### config.mk
export PLATFORM = sky130hd
export DESIGN_NAME = transpose_ctrl
export DESIGN_NICKNAME = d
export VERILOG_FILES = /design/src/rtl/transpose_ctrl.sv
export SDC_FILE = /design/constraint.sdc
export NUM_CORES = 1
export LEC_CHECK = 0
export BUFFER_PORTS_ARGS = -buffer_cell sky130_fd_sc_hd__buf_2
export CORE_AREA = 10 10 69 71
export DETAILED_ROUTE_END_ITERATION = 6
export DIE_AREA = 0 0 79 81
export PLACE_DENSITY_LB_ADDON = 0.12
export SLEW_MARGIN = 20
export SYNTH_ARGS = -nofsm -noshare
export SYNTH_HDL_FRONTEND = slang
export SYNTH_SLANG_ARGS = --single-unit
### constraint.sdc
create_clock -name clk -period 3.2 [get_ports clk]
set_input_delay 0.16 -clock clk [delete_from_list [all_inputs] [get_ports clk]]
set_output_delay 0.16 -clock clk [all_outputs]
set_load 0.03 [all_outputs]
### src/rtl/transpose_ctrl.sv
// Transpose buffer: 64 row-major coefficients in, the same 64 out column-major, one single-port RAM.
// Latency: first out_valid 2 cycles after the 64th write; drain sustains 1 word/cycle.
// Backpressure: out_ready low stalls read issue and holds out_data/out_last; in_ready is low in DRAIN.
// Build option: define TRANSPOSE_BLKCNT_EN to add blk_count (completed blocks, wraps at 16 bits).
module transpose_ctrl #(
   parameter int DATA_W = 16,
   parameter int N      = 8
) (
   input  logic              clk,
   input  logic              rst,
   input  logic              in_valid,
   output logic              in_ready,
   input  logic [DATA_W-1:0] in_data,
   output logic              out_valid,
   input  logic              out_ready,
   output logic [DATA_W-1:0] out_data,
   output logic              out_last,
   output logic [5:0]        ram_address,
   output logic [DATA_W-1:0] ram_data_in,
   output logic              ram_write,
   output logic              ram_read,
   output logic              ram_cs,
   input  logic [DATA_W-1:0] ram_data_out
`ifdef TRANSPOSE_BLKCNT_EN
   ,
   output logic [15:0]       blk_count
`endif
);

   localparam int DEPTH = N * N;

   typedef enum logic {
      ST_FILL  = 1'b0,
      ST_DRAIN = 1'b1
   } state_t;

   state_t            state_q, state_d;
   logic [6:0]        wr_cnt_q, wr_cnt_d;
   logic [6:0]        rd_iss_q, rd_iss_d;
   logic [6:0]        rd_done_q, rd_done_d;
   logic              out_valid_q, out_valid_d;
   logic              out_last_q, out_last_d;
   logic [DATA_W-1:0] out_data_q, out_data_d;
   logic              issue;
   logic              consume;
`ifdef TRANSPOSE_BLKCNT_EN
   logic [15:0]       blk_count_q, blk_count_d;
`endif

   // Next-state, RAM strobes and handshake outputs; RAM-facing outputs are gated off during reset.
   always_comb begin
      state_d     = state_q;
      wr_cnt_d    = wr_cnt_q;
      rd_iss_d    = rd_iss_q;
      rd_done_d   = rd_done_q;
      out_valid_d = out_valid_q;
      out_last_d  = out_last_q;
      out_data_d  = out_data_q;
      in_ready    = 1'b0;
      ram_cs      = 1'b0;
      ram_write   = 1'b0;
      ram_read    = 1'b0;
      ram_address = 6'd0;
      ram_data_in = in_data;
      issue       = 1'b0;
      consume     = out_valid_q && out_ready;
`ifdef TRANSPOSE_BLKCNT_EN
      blk_count_d = blk_count_q;
`endif

      case (state_q)
         ST_FILL: begin
            in_ready = 1'b1;
            if (in_valid) begin
               ram_cs      = 1'b1;
               ram_write   = 1'b1;
               ram_address = wr_cnt_q[5:0];
               if (wr_cnt_q == 7'(DEPTH - 1)) begin
                  wr_cnt_d = 7'd0;
                  state_d  = ST_DRAIN;
               end else begin
                  wr_cnt_d = wr_cnt_q + 7'd1;
               end
            end
         end
         ST_DRAIN: begin
            // A new read may issue whenever the output register is empty or being emptied.
            issue = (rd_iss_q < 7'(DEPTH)) && (!out_valid_q || out_ready);
            if (issue) begin
               ram_cs      = 1'b1;
               ram_read    = 1'b1;
               // Swapping the row/column halves of the index walks the block column-major.
               ram_address = {rd_iss_q[2:0], rd_iss_q[5:3]};
               rd_iss_d    = rd_iss_q + 7'd1;
               // RAM presents data on the negedge, so it is captured at the end of the issue cycle.
               out_data_d  = ram_data_out;
               out_valid_d = 1'b1;
               out_last_d  = (rd_iss_q == 7'(DEPTH - 1));
            end else if (consume) begin
               out_valid_d = 1'b0;
               out_last_d  = 1'b0;
            end
            if (consume) begin
               rd_done_d = rd_done_q + 7'd1;
               if (out_last_q) begin
                  state_d   = ST_FILL;
                  rd_iss_d  = 7'd0;
                  rd_done_d = 7'd0;
`ifdef TRANSPOSE_BLKCNT_EN
                  blk_count_d = blk_count_q + 16'd1;
`endif
               end
            end
         end
         default: state_d = ST_FILL;
      endcase

      if (rst) begin
         in_ready    = 1'b0;
         ram_cs      = 1'b0;
         ram_write   = 1'b0;
         ram_read    = 1'b0;
         ram_address = 6'd0;
         ram_data_in = '0;
      end
   end

   // State and counter registers with synchronous reset; a reset discards any partial block.
   always_ff @(posedge clk) begin
      if (rst) begin
         state_q     <= ST_FILL;
         wr_cnt_q    <= 7'd0;
         rd_iss_q    <= 7'd0;
         rd_done_q   <= 7'd0;
         out_valid_q <= 1'b0;
         out_last_q  <= 1'b0;
         out_data_q  <= '0;
`ifdef TRANSPOSE_BLKCNT_EN
         blk_count_q <= 16'd0;
`endif
      end else begin
         state_q     <= state_d;
         wr_cnt_q    <= wr_cnt_d;
         rd_iss_q    <= rd_iss_d;
         rd_done_q   <= rd_done_d;
         out_valid_q <= out_valid_d;
         out_last_q  <= out_last_d;
         out_data_q  <= out_data_d;
`ifdef TRANSPOSE_BLKCNT_EN
         blk_count_q <= blk_count_d;
`endif
      end
   end

   assign out_valid = out_valid_q;
   assign out_last  = out_last_q;
   assign out_data  = out_data_q;
`ifdef TRANSPOSE_BLKCNT_EN
   assign blk_count = blk_count_q;
`endif

endmodule

==> metrics.cfg <==
[outcome]
status = completed

[setup_path]
r2r_slack_ns = 1.47
cp.required_ns = 3.04
cp.arrival_ns = 2.05
endpoint_kind = output port
worst-setup-path-type = reg -> out
timing.rr.start = out_valid
timing.rr.end = out_data[8]
r2r_cells = 5
worstPathMaxFanout = 18
start_kind = flop

[clock_network]
cts_resized = 0
post_cts_buffers = 0
insertion_delay_ns = 0.33
cts_made_buffers = 5
clk_pin_slew_worst_paths_ns = 0.11
cts_tree = yes
cts-root-buf = clkbuf_4
htreeDepth = 2
cts_hold_buf = 0
clk_path_buf_depth = 2
clock_sinks = 33

[drt]
wl_per_cell_um = 13.48
wirelength_mm = 4.501
ant_nets = 0
dr.pass1.iters = 4
drt_iter0_drc = 101
drcViolationCount = 0
vias = 1651
viasPerCell = 4.943

[timing]
setup_slack_ns = 0.9868
fmaxAchievable_ghz = 0.4518
fin_crit_sh_pct = 69.16
relSlewSlack_pct = 55.43
worstMarginPinSlew_ns = 0.6672
fin_worst_skew_ns = 0.006479
layout_min_cycle_time_ns = 2.213
hold_violations = 0
setup-tns-final_ns = 0
finalSetupViolations = 0
rsz0062_at_grt = no
slew_viol_final = 0

[die]
start_util_pct = 45.81
dieArea_sq_mm = 0.006399
die_y_um = 81
fp-row-count = 22
ioPinCount = 80
core_sq_mm = 0.003523
die_w_um = 79

[yosys]
synth_top_area_share_pct = 40.93
ys_types = 33
synth_area_leader_cell = dfxtp_1
synth-seq-area-share_pct = 40.93
ys_warn_count = 0
synthTopCellsByArea = dfxtp_1 41%, nand2_1 11%, a21oi_1 8.4%, nor2b_1 7.4%, nor2_1 4.2%
synth.ff_latch_count = 33
synth_fp_nets = 248
syn_avg_cell_area_sq_um = 7.723
synth_cells = 209
netlist_area_sq_mm = 0.001614

[final_layout]
drive_gt1_share_pct = 32.52
final_common_cell = buf_2
fill_cells = 358
final_util_pct = 60.40
syn2layout_area_growth_pct = 31.86
antenna_cells = 0
multi_input_area_sq_um = 890.9
final_cell_mix = 79 x buf_2, 47 x nand2_1, 33 x dfxtp_1
fin_nets = 324
seqCellArea_sq_um = 660.6

[global_route]
grt_pass1_wl_mm = 7.148
grt_overflow = 0
grt_max_degree = 31
grt_pass1_vias = 1543
track_usage_pct = 13.53
antenna_found_initial = 0

[placed_design]
hpwlAfterDp_mm = 3.487
port_buffers = 79
dp_slack_ns = 1.356
routabilityCongestion = 0.8096

[worst_hold_path]
worstHoldPathCells = 3
hp-class = in -> reg
hp-start = ram_data_out[7]
holdPathEnd = out_data[7]

[power_and_ir_drop]
leakagePower_nw = 0.9553
peakVddDrop_mv = 0.2199
powerDensity_mw_per_mm2 = 422.7

[job]
drv_cap = 0

==> metal layers <==
metal  track usage, %  share of wire, %  up-vias
met4            6.272               1.7        0
met1            14.72                40      742
li1                 -                 -      856
met2            22.92                51       45
met3            5.188               7.5        8
met5                0                 0        -
==> worst max-delay path: stages, from the launching register on <==
cell	delay, ns
dfxtp_1	0.62
nor2b_1	0.24
nand2_1	0.37
a21oi_1	0.26
buf_2	0.22
==> kinds of logic after synthesis <==
family                   synth area share [%]
adder cells (fa/ha/maj)                 2.326
AO/OA/AOI/OAI                           13.33
flip-flops                              40.93
AND/OR/NAND/NOR                         36.82
XOR/XNOR                                2.714
buffers and inverters                   3.875
==> metrics by stage <==
step / hold slack [ns] / area [sq um] / total power (W) / cells
floorplan: 0.2960 / 1614 / 0.0004845 / 209
global placement: 0.4042 / 2026 / 0.0005239 / 326
detailed placement: 0.4072 / 2026 / 0.0005242 / 326
CTS: 0.03846 / 2128 / 0.0009097 / 334
global route: 0.03386 / 2128 / 0.0009388 / 334
finish: 0.04673 / 2128 / 0.0008996 / 334
==> synthesized netlist by cell type <==
cell type,instances
nand2_1,47
dfxtp_1,33
a21oi_1,27
nor2b_1,19
nor2_1,18
nand2b_1,7
nand3_1,7
clkbuf_1,6
buf_2,5
a22oi_1,3
ha_1,3
nand3b_1,3
nand4_1,3
xnor2_1,3
a31oi_1,2
and3_1,2
nor3_1,2
nor4_1,2
o21ai_1,2
xor2_1,2
a32o_1,1
a41o_1,1
and2_1,1
and3_4,1
buf_6,1
inv_1,1
nand4b_1,1
nor2_2,1
nor3_2,1
nor4b_4,1
nor4bb_1,1
o211a_1,1
o21ai_0,1
==> power breakdown <==
| group | leakage, nW | switching (W) | internal (W) |
|---|---|---|---|
| sequential | 0.266 | 0.00000455 | 0.000414 |
| clock | 0.0552 | 0.000144 | 0.000242 |
| combinational | 0.634 | 0.0000595 | 0.0000362 |
==> worst max-delay path by stage <==
| stage | start | to | slack, ns |
|---|---|---|---|
| global placement | out_valid | ram_address[1] | 1.37 |
| floorplan | out_valid | ram_address[4] | 1.42 |
| global route | out_valid | ram_address[3] | 0.78 |
| finish | state_q | ram_cs | 0.99 |
| detailed placement | state_q | ram_cs | 1.36 |
| CTS | state_q | ram_cs | 0.97 |
==> state kept, by name, indices dropped and copies added (netlist names) <==
signal and count:
out_valid 1, out_last 1, state_q 1, wr_cnt_q 7
rd_iss_q 7, out_data 16
==> final cells by class <==
cell class                      count  share of cell area [%]
Tap cell                           48                   2.822
Multi-Input combinational cell    163                   41.86
Clock buffer                        5                   1.764
Inverter                            1                  0.1764
Timing Repair Buffer               81                   19.28
Clock inverter                      3                   3.057
Sequential cell                    33                   31.04
Note: power is estimated with default switching activity, not from simulation.
